<file path="config.mk">
export PLATFORM = sky130hd
export DESIGN_NAME = dsa_pixel_store_simd
export DESIGN_NICKNAME = d
export VERILOG_FILES = /design/src/rtl/dsa_pixel_store_simd.sv
export SDC_FILE = /design/constraint.sdc
export NUM_CORES = 1
export LEC_CHECK = 0
export CORE_UTILIZATION = 35
export DETAILED_ROUTE_END_ITERATION = 6
export DONT_BUFFER_PORTS = 1
export MAX_ROUTING_LAYER = met4
export PLACE_DENSITY_LB_ADDON = 0.1
export SKIP_CTS_REPAIR_TIMING = 1
export SLEW_MARGIN = 20
export SYNTH_ARGS = -nofsm -noshare
export SYNTH_HDL_FRONTEND = slang
export SYNTH_SLANG_ARGS = --single-unit
</file>
<file path="constraint.sdc">
create_clock -name clk -period 14.27 [get_ports clk]
set_input_delay 2.854 -clock clk [delete_from_list [all_inputs] [get_ports clk]]
set_output_delay 2.854 -clock clk [all_outputs]
set_load 0.005 [all_outputs]
</file>
<file path="src/rtl/dsa_pixel_store_simd.sv">
// -----------------------------------------------------------------------------
// dsa_pixel_store_simd
// Write-back engine for the SIMD bilinear datapath. One request carries
// SIMD_WIDTH interpolated pixels for horizontally adjacent destination
// coordinates (dst_x+k, dst_y). The group is written to a byte-wide output
// RAM port, one byte per cycle. Lanes that fall outside the destination
// image are dropped.
//
// Ports:
//   clk, rst          - clock, synchronous active-high reset
//   req_valid/ready   - request handshake (ready only while idle)
//   pix_in[k]         - pixel for destination x = dst_x + k
//   dst_x, dst_y      - destination coordinate of lane 0
//   img_base_addr     - byte address of output pixel (0,0)
//   out_width/height  - destination image size in pixels
//   mem_write_en/addr/wdata - registered write port, held while mem_wait=1
//   mem_wait          - memory stall, the presented write is not accepted
//   store_done        - one-cycle pulse when a group is finished
//   clipped           - with store_done: fewer than SIMD_WIDTH lanes written
//   busy              - high whenever not idle
// -----------------------------------------------------------------------------
module dsa_pixel_store_simd #(
  parameter int ADDR_WIDTH = 18,
  parameter int SIMD_WIDTH = 4
) (
  input  logic                  clk,
  input  logic                  rst,
  input  logic                  req_valid,
  output logic                  req_ready,
  input  logic [7:0]            pix_in [0:SIMD_WIDTH-1],
  input  logic [15:0]           dst_x,
  input  logic [15:0]           dst_y,
  input  logic [ADDR_WIDTH-1:0] img_base_addr,
  input  logic [15:0]           out_width,
  input  logic [15:0]           out_height,
  output logic                  mem_write_en,
  output logic [ADDR_WIDTH-1:0] mem_addr,
  output logic [7:0]            mem_wdata,
  input  logic                  mem_wait,
  output logic                  store_done,
  output logic                  clipped,
  output logic                  busy
);

  // Wide enough to hold the lane count 0..SIMD_WIDTH.
  localparam int CW = $clog2(SIMD_WIDTH + 1);

  typedef enum logic [1:0] {
    ST_IDLE  = 2'd0,
    ST_ADDR  = 2'd1,
    ST_WRITE = 2'd2,
    ST_DONE  = 2'd3
  } state_t;

  state_t                  state_r;
  state_t                  state_nxt_s;

  // Captured request
  logic [7:0]              pix_r [0:SIMD_WIDTH-1];
  logic [15:0]             dst_x_r;
  logic [15:0]             dst_y_r;
  logic [ADDR_WIDTH-1:0]   base_r;
  logic [15:0]             width_r;
  logic [CW-1:0]           n_r;

  // Working registers
  logic [CW-1:0]           lane_r;
  logic [ADDR_WIDTH-1:0]   row_addr_r;

  // Next-state values
  logic                    capture_s;
  logic [CW-1:0]           n_in_s;
  logic [15:0]             diff_s;
  logic [CW-1:0]           lane_nxt_s;
  logic [CW-1:0]           lane_plus_s;
  logic [ADDR_WIDTH-1:0]   row_addr_nxt_s;
  logic [ADDR_WIDTH-1:0]   row_addr_s;
  logic [31:0]             prod_s;
  logic [ADDR_WIDTH+31:0]  prod_ext_s;
  logic [ADDR_WIDTH+15:0]  x_ext_s;
  logic [ADDR_WIDTH+CW-1:0] lane_ext_s;
  logic [7:0]              pix_plus_s;
  logic                    we_nxt_s;
  logic [ADDR_WIDTH-1:0]   addr_nxt_s;
  logic [7:0]              wdata_nxt_s;
  logic                    done_nxt_s;
  logic                    clipped_nxt_s;

  assign req_ready = (state_r == ST_IDLE);
  assign busy      = (state_r != ST_IDLE);

  // Number of in-bounds lanes for the request currently on the inputs.
  always_comb begin
    diff_s = out_width - dst_x;
    if ((dst_y >= out_height) || (dst_x >= out_width)) begin
      n_in_s = {CW{1'b0}};
    end else if (diff_s >= 16'(SIMD_WIDTH)) begin
      n_in_s = CW'(SIMD_WIDTH);
    end else begin
      n_in_s = diff_s[CW-1:0];
    end
  end

  // Row start address from captured values; product wraps modulo 2^ADDR_WIDTH.
  always_comb begin
    prod_s     = {16'd0, dst_y_r} * {16'd0, width_r};
    prod_ext_s = {{ADDR_WIDTH{1'b0}}, prod_s};
    x_ext_s    = {{ADDR_WIDTH{1'b0}}, dst_x_r};
    row_addr_s = base_r + prod_ext_s[ADDR_WIDTH-1:0] + x_ext_s[ADDR_WIDTH-1:0];
  end

  // Following lane index, its address offset and its pixel.
  always_comb begin
    lane_plus_s = lane_r + CW'(1);
    lane_ext_s  = {{ADDR_WIDTH{1'b0}}, lane_plus_s};
    pix_plus_s  = 8'd0;
    for (int k = 0; k < SIMD_WIDTH; k++) begin
      if (lane_plus_s == CW'(k)) begin
        pix_plus_s = pix_r[k];
      end else begin
        pix_plus_s = pix_plus_s;
      end
    end
  end

  // Next-state and next registered-output logic.
  always_comb begin
    state_nxt_s    = state_r;
    capture_s      = 1'b0;
    lane_nxt_s     = lane_r;
    row_addr_nxt_s = row_addr_r;
    we_nxt_s       = mem_write_en;
    addr_nxt_s     = mem_addr;
    wdata_nxt_s    = mem_wdata;
    done_nxt_s     = 1'b0;
    clipped_nxt_s  = clipped;
    case (state_r)
      ST_IDLE: begin
        if (req_valid) begin
          capture_s   = 1'b1;
          state_nxt_s = ST_ADDR;
        end else begin
          state_nxt_s = ST_IDLE;
        end
      end
      ST_ADDR: begin
        row_addr_nxt_s = row_addr_s;
        lane_nxt_s     = {CW{1'b0}};
        if (n_r == {CW{1'b0}}) begin
          state_nxt_s   = ST_DONE;
          done_nxt_s    = 1'b1;
          clipped_nxt_s = 1'b1;
          we_nxt_s      = 1'b0;
        end else begin
          // Lane 0 is presented straight away so writes start the next cycle.
          state_nxt_s = ST_WRITE;
          we_nxt_s    = 1'b1;
          addr_nxt_s  = row_addr_s;
          wdata_nxt_s = pix_r[0];
        end
      end
      ST_WRITE: begin
        if (mem_write_en && !mem_wait) begin
          lane_nxt_s = lane_plus_s;
          if (lane_r == (n_r - CW'(1))) begin
            state_nxt_s   = ST_DONE;
            we_nxt_s      = 1'b0;
            done_nxt_s    = 1'b1;
            clipped_nxt_s = (n_r < CW'(SIMD_WIDTH));
          end else begin
            addr_nxt_s  = row_addr_r + lane_ext_s[ADDR_WIDTH-1:0];
            wdata_nxt_s = pix_plus_s;
          end
        end else begin
          // Stalled: everything presented stays put.
          state_nxt_s = ST_WRITE;
        end
      end
      ST_DONE: begin
        state_nxt_s = ST_IDLE;
      end
      default: begin
        state_nxt_s = ST_IDLE;
        we_nxt_s    = 1'b0;
      end
    endcase
  end

  // State, lane counter and registered memory/status outputs.
  always_ff @(posedge clk) begin
    if (rst) begin
      state_r      <= ST_IDLE;
      lane_r       <= {CW{1'b0}};
      row_addr_r   <= {ADDR_WIDTH{1'b0}};
      mem_write_en <= 1'b0;
      mem_addr     <= {ADDR_WIDTH{1'b0}};
      mem_wdata    <= 8'd0;
      store_done   <= 1'b0;
      clipped      <= 1'b0;
    end else begin
      state_r      <= state_nxt_s;
      lane_r       <= lane_nxt_s;
      row_addr_r   <= row_addr_nxt_s;
      mem_write_en <= we_nxt_s;
      mem_addr     <= addr_nxt_s;
      mem_wdata    <= wdata_nxt_s;
      store_done   <= done_nxt_s;
      clipped      <= clipped_nxt_s;
    end
  end

  // Request capture; only loaded on an accepted handshake, frozen while busy.
  always_ff @(posedge clk) begin
    if (rst) begin
      for (int k = 0; k < SIMD_WIDTH; k++) begin
        pix_r[k] <= 8'd0;
      end
      dst_x_r <= 16'd0;
      dst_y_r <= 16'd0;
      base_r  <= {ADDR_WIDTH{1'b0}};
      width_r <= 16'd0;
      n_r     <= {CW{1'b0}};
    end else if (capture_s) begin
      for (int k = 0; k < SIMD_WIDTH; k++) begin
        pix_r[k] <= pix_in[k];
      end
      dst_x_r <= dst_x;
      dst_y_r <= dst_y;
      base_r  <= img_base_addr;
      width_r <= out_width;
      n_r     <= n_in_s;
    end else begin
      dst_x_r <= dst_x_r;
    end
  end

endmodule

</file>
==> flow_summary.json <==
{
  "status": "complete, no violations",
  "critPathKind": "register to register",
  "netlist_area_sq_mm": 0.0133,
  "mostFrequentLayoutCell": "inv_1",
  "place_congestion": 0.837,
  "critical_path.reg2reg.startpoint": "width_r[2]",
  "die-area_sq_mm": 0.0389,
  "cts_root_buf": "clkbuf_16",
  "drt.antenna.violating_nets": 0,
  "dr.pass1.iters": 7,
  "seq_area_frac_synth_pct": 25.4,
  "hold_ws_ps": 465,
  "avgSynthCellArea_sq_um": 8.91,
  "syn2layout_area_growth_pct": 7.83,
  "min_period_ps": 5620,
  "coreArea_sq_mm": 0.0376,
  "path_clk_slew_ps": 70,
  "ys.flop_type": "dfxtp_1",
  "finalNonFillerCells": 1982,
  "whs_endpoint": "mem_addr[12]",
  "cp.arrival_ps": 5990,
  "dp_cells": 1949,
  "synth_area_leaders": "fa_1 21%, dfxtp_1 18%, ha_1 9.2%",
  "wl_per_cell_microns": 17.4,
  "required_ps": 14640,
  "numCtsBuffers": 17,
  "cp_max_fo": 17,
  "synthCells": 1495,
  "hold_violations": 0,
  "clock_latency_ps": 440,
  "dpl_cell_area_sq_mm": 0.0138,
  "grt_max_degree": 60,
  "cts_tree": "done",
  "rrSetupSlack_ps": 8650,
  "slew_headroom_pct": 52.8,
  "final_layout_size_suffix_gt1_share_pct": 4.08,
  "synthDistinctLibCells": 70,
  "rsz0062_at_grt": "false",
  "synth_top_area_cell": "fa_1",
  "clock-sinks": 153,
  "cts_buffer_depth": 2,
  "ys_ff_latch": 153,
  "p_per_area_mw_per_mm2": 142,
  "fin_nets": 1814,
  "die_h_microns": 197,
  "tns_ps": 0,
  "async_flop_share_pct": 0,
  "io-pin-count": 149,
  "synth_edf_count": 32,
  "synth_nets": 1852,
  "layout_common_cells": "271 x inv_1, 176 x nand2_1, 141 x fa_1",
  "holdCritPathClass": "register to register",
  "grt_antenna_before_repair": 1,
  "power_mw": 2.04,
  "place_hpwl_microns": 27800,
  "viasPerCell": 4.75,
  "critPathLaunchType": "register",
  "grt_remaining_overflow": 0,
  "worst_ir_drop_vdd_v": 0.0000596,
  "grt_pass1_vias": 9486,
  "vias": 9412,
  "die_x_microns": 197,
  "initial_utilization_pct": 35.5,
  "p_leak_nw": 6.25,
  "final_max_slew_viol_count": 0,
  "crit_path_end_kind": "register",
  "reg2reg_to": "mem_addr[17]",
  "max_freq_ghz": 0.178,
  "placementRows": 71,
  "grt_usage_pct": 18.9,
  "skew_ps": 8.07,
  "ys_warn_count": 0,
  "port_buffers": 0,
  "whs_path_depth": 2,
  "worst_slew_pin_slew_ps": 707,
  "cts.htree.levels": 4,
  "drv_cap": 0,
  "setup_viol": 0,
  "grt_first_pass_wirelength_microns": 54100,
  "drt_first_iter_violations": 498,
  "hold_start": "mem_addr[12]",
  "ff2ff_path_depth": 19,
  "min_period_over_period_pct": 39.4,
  "final_cell_area_sq_mm": 0.0144,
  "drc": 0,
  "synth_top_area_share_pct": 21.2,
  "drt_wl_total_microns": 34600
}
-- cell usage after synthesis (all sizes together), types with 15 or more instances --
library cell / count
a21o: 17
a21oi: 45
a22o: 34
and2: 101
buf: 15
clkbuf: 50
dfxtp: 121
edfxtp: 32
fa: 141
ha: 98
inv: 273
mux2i: 24
nand2: 176
nand3: 30
nor2: 80
nor3: 16
o211ai: 18
o21ai: 39
xnor2: 47
xor2: 17
-- per-stage QoR --
stage	util, %	setup slack, ps
after CTS	38.2	8620
final	38.2	8650
after detailed placement	36.7	8640
after global placement	36.7	8700
after global routing	38.2	8310
after floorplan	-	9020
-- registers in the layout, indices dropped and copies added (netlist names) --
register,count
mem_wdata,8
mem_addr,18
clipped,1
row_addr_r,18
n_r,3
dst_x_r,16
store_done,1
dst_y_r,16
mem_write_en,1
pix_r,32
lane_r,3
state_r,2
width_r,16
base_r,18
-- worst max path at each step --
| stage | startpoint | to | slack [ps] | cells past startpoint |
|---|---|---|---|---|
| CTS | width_r[2] | mem_addr[17] | 8620 | 19 |
| detailed placement | width_r[2] | mem_addr[17] | 8640 | 19 |
| floorplan | dst_y_r[5] | mem_addr[16] | 9020 | 18 |
| global placement | width_r[2] | mem_addr[17] | 8700 | 19 |
| global route | width_r[2] | mem_addr[15] | 8310 | 19 |
| finish | width_r[2] | mem_addr[17] | 8650 | 19 |
-- critical path, stage by stage (launching register included) --
cell     delay (ps)
dfxtp_1         690
and2_1          230
fa_1            410
inv_1            80
fa_1            450
fa_1            520
inv_1            50
fa_1            460
fa_1            550
inv_1            50
fa_1            520
inv_1            40
ha_1            350
and3_1          170
a21oi_1         150
nand3_1         150
a41oi_1         270
xnor2_1         180
o21ai_1          90
a21oi_1         130
-- report_power, final --
part	total, mW	switching, mW	internal (mW)
clock	0.461	0.200	0.261
combinational	0.886	0.529	0.358
sequential	0.692	0.130	0.562
total	2.04	0.858	1.18
-- per-layer routing --
layer  track usage, %  vias to the layer above  share of wire (%)  routed length (microns)
li1                 -                     4726                  -                        -
met1             24.9                     4491                 49                    16800
met2             28.7                      174                 44                    15200
met3             5.28                       21                6.4                     2200
met4             4.59                        0                1.1                      391
met5                -                        -                  0                        0
-- final cells by class --
| class | count | area [sq um] |
|---|---|---|
| Sequential cell | 153 | 3380 |
| Inverter | 273 | 1020 |
| Timing Repair Buffer | 8 | 60.1 |
| Antenna cell | 1 | 2.50 |
| Multi-Input combinational cell | 1004 | 8670 |
| Tap cell | 511 | 639 |
| Clock buffer | 17 | 425 |
| Clock inverter | 15 | 164 |
| Fill cell | 3814 | 23200 |
-- kinds of logic (layout without fill, tap and decap cells) --
kind of cell    after synthesis  count (layout)  share of synthesized area, %
simple gates                452             452                          16.3
flops                       153             153                          25.4
compound gates              223             223                          12.0
mux                          25              25                          1.89
fa+ha+maj                   239             239                          30.4
other cells                   0               1                             0
xor+xnor                     65              65                          4.38
buf+inv                     338             313                          9.69
Note: power is estimated with default switching activity, not from simulation.
